### config.mk
export PLATFORM = sky130hd
export DESIGN_NAME = alu_seq_disp_flat
export DESIGN_NICKNAME = d
export VERILOG_FILES = /design/src/rtl/alu_seq_disp_if.sv /design/src/rtl/alu_seq_disp.sv /design/src/flat_wrapper.sv
export SDC_FILE = /design/constraint.sdc
export NUM_CORES = 1
export LEC_CHECK = 0
export BUFFER_PORTS_ARGS = -buffer_cell sky130_fd_sc_hd__buf_4
export CORE_MARGIN = 5
export CORE_UTILIZATION = 45
export DETAILED_ROUTE_END_ITERATION = 10
export PLACE_DENSITY = 0.71
export SETUP_SLACK_MARGIN = 0.5
export SLEW_MARGIN = 25
export SYNTH_ARGS = -nofsm -noshare
export SYNTH_HDL_FRONTEND = slang
export SYNTH_SLANG_ARGS = --single-unit
### constraint.sdc
create_clock -name clk -period 2.6 [get_ports clk]
set_input_delay 0.52 -clock clk [delete_from_list [all_inputs] [get_ports clk]]
set_output_delay 0.52 -clock clk [all_outputs]
set_load 0.01 [all_outputs]
### src/rtl/alu_seq_disp_if.sv
// Operand/op request and registered result/flag response bundle between a
// requester and the alu_seq_disp compute block.
interface alu_seq_disp_if #(
    parameter int WIDTH = 8
);
    logic             in_valid;
    logic             in_ready;
    logic [WIDTH-1:0] a;
    logic [WIDTH-1:0] b;
    logic [2:0]       alu_control;
    logic [WIDTH-1:0] result;
    logic [3:0]       alu_flags;
    logic             out_valid;

    modport master (
        output in_valid, a, b, alu_control,
        input  in_ready, result, alu_flags, out_valid
    );

    modport slave (
        input  in_valid, a, b, alu_control,
        output in_ready, result, alu_flags, out_valid
    );
endinterface

### src/rtl/alu_seq_disp.sv
// Registered ALU (1 cycle, MUL WIDTH+1 cycles; in_ready low during MUL) with a muxed
// seven-segment sign/hex display of the held result. ALU_SEQ_DISP_LZB_EN enables leading-zero blanking.
module alu_seq_disp #(
    parameter int WIDTH        = 8,
    parameter int DIGITS       = 4,
    parameter int REFRESH_BITS = 18
) (
    input  logic              clk,
    input  logic              reset,
    alu_seq_disp_if.slave     bus,
    output logic [DIGITS-1:0] an,
    output logic [7:0]        seg
);
    localparam int SHW = (WIDTH > 1) ? $clog2(WIDTH) : 1;
    localparam int CW  = $clog2(WIDTH) + 1;
    localparam int DIW = (DIGITS > 1) ? $clog2(DIGITS) : 1;
    localparam int NW  = DIGITS * 4;

    typedef enum logic {IDLE, MUL} state_t;

    state_t           state;
    logic [WIDTH-1:0] result_q;
    logic [3:0]       flags_q;
    logic             out_valid_q;
    logic [WIDTH-1:0] mcand, mplier, acc, acc_next;
    logic [CW-1:0]    count;

    logic [WIDTH:0]   add_full, sub_full;
    logic [WIDTH-1:0] alu_res;
    logic             alu_c, alu_v;
    logic [SHW-1:0]   shamt;

    function automatic logic [3:0] mk_flags(input logic [WIDTH-1:0] r, input logic c, input logic v);
        return {r[WIDTH-1], r == '0, c, v};
    endfunction

    assign bus.in_ready  = (state == IDLE) && !reset;
    assign bus.result    = result_q;
    assign bus.alu_flags = flags_q;
    assign bus.out_valid = out_valid_q;

    assign shamt    = bus.b[SHW-1:0];
    assign acc_next = acc + (mplier[0] ? mcand : '0);

    always_comb begin
        add_full = {1'b0, bus.a} + {1'b0, bus.b};
        sub_full = {1'b0, bus.a} - {1'b0, bus.b};
        alu_res  = '0;
        alu_c    = 1'b0;
        alu_v    = 1'b0;
        case (bus.alu_control)
            3'b000: begin
                alu_res = add_full[WIDTH-1:0];
                alu_c   = add_full[WIDTH];
                alu_v   = (bus.a[WIDTH-1] == bus.b[WIDTH-1]) && (alu_res[WIDTH-1] != bus.a[WIDTH-1]);
            end
            3'b001: begin
                // Carry is the inverted borrow, so C=1 means a >= b unsigned.
                alu_res = sub_full[WIDTH-1:0];
                alu_c   = ~sub_full[WIDTH];
                alu_v   = (bus.a[WIDTH-1] != bus.b[WIDTH-1]) && (alu_res[WIDTH-1] != bus.a[WIDTH-1]);
            end
            3'b010:  alu_res = bus.a & bus.b;
            3'b011:  alu_res = bus.a | bus.b;
            3'b100:  alu_res = bus.a ^ bus.b;
            3'b101:  alu_res = bus.a << shamt;
            3'b110:  alu_res = WIDTH'($signed(bus.a) >>> shamt);
            default: alu_res = '0;
        endcase
    end

    always_ff @(posedge clk or posedge reset) begin
        if (reset) begin
            state       <= IDLE;
            result_q    <= '0;
            flags_q     <= 4'b0100;
            out_valid_q <= 1'b0;
            mcand       <= '0;
            mplier      <= '0;
            acc         <= '0;
            count       <= '0;
        end else begin
            out_valid_q <= 1'b0;
            case (state)
                IDLE: begin
                    if (bus.in_valid && bus.in_ready) begin
                        if (bus.alu_control == 3'b111) begin
                            mcand  <= bus.a;
                            mplier <= bus.b;
                            acc    <= '0;
                            count  <= '0;
                            state  <= MUL;
                        end else begin
                            result_q    <= alu_res;
                            flags_q     <= mk_flags(alu_res, alu_c, alu_v);
                            out_valid_q <= 1'b1;
                        end
                    end
                end
                MUL: begin
                    acc    <= acc_next;
                    mcand  <= mcand << 1;
                    mplier <= mplier >> 1;
                    count  <= count + 1'b1;
                    if (count == CW'(WIDTH - 1)) begin
                        result_q    <= acc_next;
                        flags_q     <= mk_flags(acc_next, 1'b0, 1'b0);
                        out_valid_q <= 1'b1;
                        state       <= IDLE;
                    end
                end
                default: state <= IDLE;
            endcase
        end
    end

    function automatic logic [6:0] hex_glyph(input logic [3:0] n);
        case (n)
            4'h0: return 7'b0000001;  4'h1: return 7'b1001111;
            4'h2: return 7'b0010010;  4'h3: return 7'b0000110;
            4'h4: return 7'b1001100;  4'h5: return 7'b0100100;
            4'h6: return 7'b0100000;  4'h7: return 7'b0001111;
            4'h8: return 7'b0000000;  4'h9: return 7'b0001100;
            4'hA: return 7'b0001000;  4'hB: return 7'b1100000;
            4'hC: return 7'b0110001;  4'hD: return 7'b1000010;
            4'hE: return 7'b0110000;  default: return 7'b0111000;
        endcase
    endfunction

    logic [REFRESH_BITS-1:0] prescaler;
    logic [DIW-1:0]          digit_idx;
    logic [WIDTH-1:0]        mag;
    logic [NW-1:0]           mag_ext;
    logic [3:0]              nib;
    logic [6:0]              glyph;
    logic                    dp;

    // Two's-complement negate of the most negative value wraps to itself, shown as its unsigned magnitude.
    assign mag     = result_q[WIDTH-1] ? (~result_q + 1'b1) : result_q;
    assign mag_ext = NW'(mag);
    assign nib     = mag_ext[{digit_idx, 2'b00} +: 4];
    assign dp      = !((digit_idx == DIW'(DIGITS - 1)) && result_q[WIDTH-1]);

`ifdef ALU_SEQ_DISP_LZB_EN
    logic blank;
    assign blank = (digit_idx != '0) && ((mag_ext >> {digit_idx, 2'b00}) == '0);
    assign glyph = blank ? 7'b1111111 : hex_glyph(nib);
`else
    assign glyph = hex_glyph(nib);
`endif

    always_ff @(posedge clk or posedge reset) begin
        if (reset) begin
            prescaler <= '0;
            digit_idx <= '0;
            an        <= ~DIGITS'(1);
            seg       <= 8'b1_0000001;
        end else begin
            prescaler <= prescaler + 1'b1;
            if (&prescaler)
                digit_idx <= (digit_idx == DIW'(DIGITS - 1)) ? '0 : digit_idx + 1'b1;
            an  <= ~(DIGITS'(1) << digit_idx);
            seg <= {dp, glyph};
        end
    end
endmodule

### src/flat_wrapper.sv
// flat-port wrapper written by rule: the top's interface ports become plain ports
module alu_seq_disp_flat 
#(
    parameter int WIDTH        = 8,
    parameter int DIGITS       = 4,
    parameter int REFRESH_BITS = 18
)
  (clk, reset, an, seg, bus_in_valid, bus_a, bus_b, bus_alu_control, bus_in_ready, bus_result, bus_alu_flags, bus_out_valid);
  alu_seq_disp_if #(.WIDTH(WIDTH)) bus_i ();
  input  logic clk;
  input  logic reset;
  output logic [DIGITS-1:0] an;
  output logic [7:0] seg;
  input wire logic [$bits(bus_i.in_valid)-1:0] bus_in_valid;
  input wire logic [$bits(bus_i.a)-1:0] bus_a;
  input wire logic [$bits(bus_i.b)-1:0] bus_b;
  input wire logic [$bits(bus_i.alu_control)-1:0] bus_alu_control;
  output wire logic [$bits(bus_i.in_ready)-1:0] bus_in_ready;
  output wire logic [$bits(bus_i.result)-1:0] bus_result;
  output wire logic [$bits(bus_i.alu_flags)-1:0] bus_alu_flags;
  output wire logic [$bits(bus_i.out_valid)-1:0] bus_out_valid;
  assign bus_i.in_valid = bus_in_valid;
  assign bus_i.a = bus_a;
  assign bus_i.b = bus_b;
  assign bus_i.alu_control = bus_alu_control;
  assign bus_in_ready = bus_i.in_ready;
  assign bus_result = bus_i.result;
  assign bus_alu_flags = bus_i.alu_flags;
  assign bus_out_valid = bus_i.out_valid;
  alu_seq_disp #(.WIDTH(WIDTH), .DIGITS(DIGITS), .REFRESH_BITS(REFRESH_BITS)) u_core (.clk(clk), .reset(reset), .bus(bus_i), .an(an), .seg(seg));
endmodule
# Word-level counts from Yosys, hierarchy flattened
# Memory sizes are Yosys's and may differ from the RTL's. A register that Yosys moved wholly into a read port is not among the register bits.
# Index checks and enable logic that the tools add are counted.
# op_classes
n_addsub	7
shifts	4
n_bitwise	7
div	0
multipliers	0
n_eq_ne	17
n_lt_le_gt_ge	0
mux	34
reduce_logical	13
# op_table
cell	count
$mux 8	11
$pmux 8 s2	4
$pmux 8 s7	1
$mux 4	5
$add 18x1->18 const B	1
$reduce_and 18->1	1
$logic_not 8->1	2
$pmux 4 s2	2
$shiftx 16x5->4	1
$eq 3x3->1 const B	4
$add 8x8->9	1
$sub 8x8->9	1
$add 8x1->8 const B	1
$add 8x8->8	1
$and 8x8->8	1
$ne 2x2->1 const B	4
$not 8->8	1
$or 8x8->8	1
$pmux 1 s2	4
$shl 8x3->8	1
$sshr 8x3->8	1
$xor 8x8->8	1
$eq 3x2->1 const B	2
$mux 1	6
16 further kinds	24
# totals
latch_bits	0
regBits	74
word_cells	95
romBits	112
ramBits	0
output_inout_bits	26
in_bits	22
mem_count	1
# memory_table
name	depth	word_bits	read_ports	rd_clocked_by_memory_dff	write_ports	line	rtl
(no name shown)	16	7	1	1	0	alu_seq_disp.sv:118	case (n)

# Depth between registers and ports, before layout
# logic_depth
ltp_word	7
mapped_depth	13
depth_no_buf	13

# Worst setup path before layout
# Ideal clock, no wire load.
# synth_timing
path_kind	in2reg
from	in bus_b[0]
to	reg u_core.flags_q[2] (netlist: u_core.bus.alu_flags[2])
t_required_ns	2.514
stages	12
setup_time_ns	0.086
slack_ns	-0.219
arrival_time_ns	2.733
path_cell_list	buf_6 -> buf_4 -> buf_4 -> inv_1 -> ha_1 -> nand2b_1 -> o21ai_0 -> a32oi_1 -> o221ai_1 -> or4_1 -> or3_1 -> o31ai_2
# synth_via
elab_chain_cells	6
# synth_lines
item	line	rtl
from (decl)	flat_wrapper.sv:16	input wire logic [$bits(bus_i.b)-1:0] bus_b;
$sub 8x8->9, or another cell as far along	alu_seq_disp.sv:47	sub_full = {1'b0, bus.a} - {1'b0, bus.b};
$pmux 8 s7 *	alu_seq_disp.sv:51	case (bus.alu_control)
$logic_not 8->1 *	alu_seq_disp.sv:34	return {r[WIDTH-1], r == '0, c, v};
$mux 4 *	alu_seq_disp.sv:87	if (bus.alu_control == 3'b111) begin
$mux 4 *	alu_seq_disp.sv:86	if (bus.in_valid && bus.in_ready) begin
$pmux 4 s2 *	alu_seq_disp.sv:84	case (state)
to (signal assigned)	alu_seq_disp.sv:95	flags_q <= mk_flags(alu_res, alu_c, alu_v);
to (signal assigned)	alu_seq_disp.sv:107	flags_q <= mk_flags(acc_next, 1'b0, 1'b0);
to (decl)	alu_seq_disp.sv:23	logic [3:0] flags_q;
# Mark *: on every way between the ends. The rest lies on a longest branch, timed or not. The select of a mux whose other input is x is not followed.
# A chain may end at the register's enable or synchronous reset.

# Final worst setup path
# Ends and elaborated chain as after synthesis.

==> impl_metrics.ini <==
[cells_and_area]
filler_cell_count = 963
final_cell_mix = 131 x buf_4, 67 x nor2_1, 64 x dfrtp_1, 45 x nand2_1, 29 x ha_1
nNetsFinal = 827
drive_gt1_share_pct = 38.8
fin_util_pct = 64.8
final_common_cell = buf_4
antenna_cells = 0
areaGrowthSynthToFinish_pct = 41.8

[critical_path]
worstSetupStartpoint = bus_b[0]
worst_setup_path_end_kind = flip-flop
worstSetupPathType = primary input to flip-flop
r2r-end = u_core.bus.alu_flags[2]
r2r_cells = 11
reg2reg_setup_slack_ns = 0.01
crit_required_ns = 2.85
r2r_start = u_core.mplier[0]
worstSetupEndpoint = u_core.bus.alu_flags[2]
cp_max_fo = 3
cp-start-kind = primary input
crit_arrival_ns = 2.90

[sta]
period_share_pct = 102
timing.final.crit_period_ns = 2.65
max_freq_mhz = 378
skew_ns = 0.0136
hold_slack_ns = 0.312
slew_headroom_pct = 51.5
worst_pin_slew_ns = 0.726
setup_viol = 1
drv_slew = 0
rsz0062_at_grt = true
fin_ws_ns = -0.0472
finalHoldViolCount = 0
final.setup.tns_ns = -0.0472

[detailed_routing]
drt-wirelength-per-cell_microns = 18.5
vias = 5290
drtAntennaViolNets = 0
firstDrtPassIters = 5
drcViolationCount = 0
drtIter0Drc = 605
via_per_inst = 5.82
routed_wirelength_microns = 16900

[logic_synthesis]
synth_edf_count = 0
synth_adder_area_share_pct = 11.5
synth_compound_area_share_pct = 19.3
syn_area_per_cell_sq_um = 8.69
ys_ff_latch = 73
syn-cell-area_sq_mm = 0.00544
syn_nets = 696
synth_top_family_by_area = compound AO/OA/AOI/OAI gates
synthXorXnorAreaFrac_pct = 4.99
synthDistinctLibCells = 71
async_flop_share_pct = 100
synthFlopType = dfrtp_1
synthSimpleGateAreaFrac_pct = 18.5
ys_warn_count = 0
ys_seq_area_share_pct = 33.7
synthCells = 626
muxShareOfSynthArea_pct = 6.05

[global_routing]
top_usage_layer = met2
grt_antenna_before_repair = 0
grt.total_usage_pct = 22.4
grt_pass1_wl_microns = 26000
grt_pass1_vias = 5273
grt_max_degree = 41
met1_usage_pct = 26.9
met2_usage_pct = 40.6
use_met3_pct = 3.72
overflow = 0

[place]
dp_hpwl_microns = 12000
finalWeightedCongestion = 0.963
port-buffer-count = 47
post-place-ws_ns = -0.322

[power]
fin_total_pwr_w = 0.00819
vdd_drop_max_v = 0.000561
powerDensity_mw_per_mm2 = 1060
p_leak_nw = 3.45

[cts]
cts.path.max_buffers = 2
insertion_delay_ns = 0.34
cts_sinks = 73
cts_buffers = 9
clk_pin_slew_worst_paths_ns = 0.07
cts_tree = yes
htreeDepth = 3
cts-root-buf = clkbuf_16

[status]
violations = setup timing
status = finished, violations left

[floorplanning]
die-width_microns = 120
die_area_sq_mm = 0.0144
ios = 48
die_h_microns = 120
initial_utilization_pct = 45.7
num_rows = 40
core_area_sq_mm = 0.0119

[hold_path]
hp-class = primary input to asynchronous set/reset pin

[run]
drv_cap = 0
-- cell families (layout without fill, tap and decap cells) --
| kind of cell | after synthesis | count (layout) |
|---|---|---|
| AND/OR/NAND/NOR | 216 | 216 |
| XOR/XNOR | 31 | 31 |
| AO/OA/AOI/OAI | 154 | 154 |
| multiplexers | 26 | 26 |
| flip-flops | 73 | 73 |
| buffers and inverters | 78 | 214 |
| adder cells (fa/ha/maj) | 48 | 48 |
-- critical path, cell delays in order --
cell and delay [ns]:
buf_8 0.09, ha_4 0.15, inv_4 0.04, fa_2 0.35, nor2_2 0.11, xnor2_1 0.13, o32ai_1 0.09, a2111o_1 0.37
or4_1 0.49, or3_1 0.38, o31ai_2 0.18
-- cells in the mapped netlist (9+ instances only) --
library cell	count	area, sq um
ha_1	45	563
dfrtp_1	67	1680
a21oi_1	30	150
clkbuf_1	25	93.8
and2_1	10	62.6
nand2_1	51	191
o21ai_0	32	160
nand3_1	25	125
xor2_1	14	123
xnor2_1	17	149
nor2_1	75	282
a211oi_1	9	67.6
o22ai_1	16	100
inv_1	42	158
nor3_1	14	70.1
mux2i_1	19	190
-- power by group --
group,internal [W],switching (W),total (W)
Combinational,0.00244,0.00260,0.00503
Sequential,0.00149,0.000307,0.00180
Clock,0.000849,0.000509,0.00136
-- layout make-up --
class / instances / area (sq um) / area share, %
clock inverters: 7 / 100 / 1.30
well taps: 147 / 184 / 2.38
flip-flops and latches: 73 / 1840 / 23.8
inverters: 43 / 180 / 2.34
multi-input cells: 475 / 3880 / 50.3
clock buffers: 9 / 225 / 2.92
repair buffers: 155 / 1310 / 17.0
-- metrics by stage --
stage	area, sq um	std cells
2_1_floorplan	5700	626
3_3_place_gp	6640	863
3_5_place_dp	6640	863
4_1_cts	7290	896
5_1_grt	7710	909
6_report	7710	909
-- sequential cells by signal, indices dropped and copies added, names as in the netlist --
signal,flops
u_core.prescaler,18
u_core.acc,8
u_core.mcand,8
u_core.mplier,8
u_core.seg,8
u_core.bus.result,7
u_core.an,4
u_core.bus.alu_flags,4
u_core.count,4
u_core.digit_idx,2
u_core.bus.out_valid,1
u_core.state,1
-- repair_timing --
action | CTS | global route
pin swaps | 29 | 38
hold endpoints to repair | 0 | 0
setup buffers | 16 | 13
resized for setup | 48 | 77
gates cloned | 1 | 0
endpoints found under the setup margin | 17 | 19
hold buffers | 0 | 0
-- layer usage --
metal	vias up	wire, microns	part of all wire (%)
li1	2480	-	-
met3	45	710	4.2
met1	2588	6870	41
met5	-	0	0
met2	177	8720	52
met4	0	555	3.3
-- how the worst min path moves through the flow --
stage                              startpoint                   to  slack (ns)
final                                   reset  u_core.prescaler[0]        0.31
after global routing                    reset  u_core.prescaler[0]        0.36
after global placement    u_core.prescaler[0]  u_core.prescaler[0]        0.44
after floorplan           u_core.prescaler[0]  u_core.prescaler[0]        0.42
after CTS                               reset  u_core.prescaler[2]        0.33
after detailed placement  u_core.prescaler[0]  u_core.prescaler[0]        0.45
(Power assumes the default switching activity.)
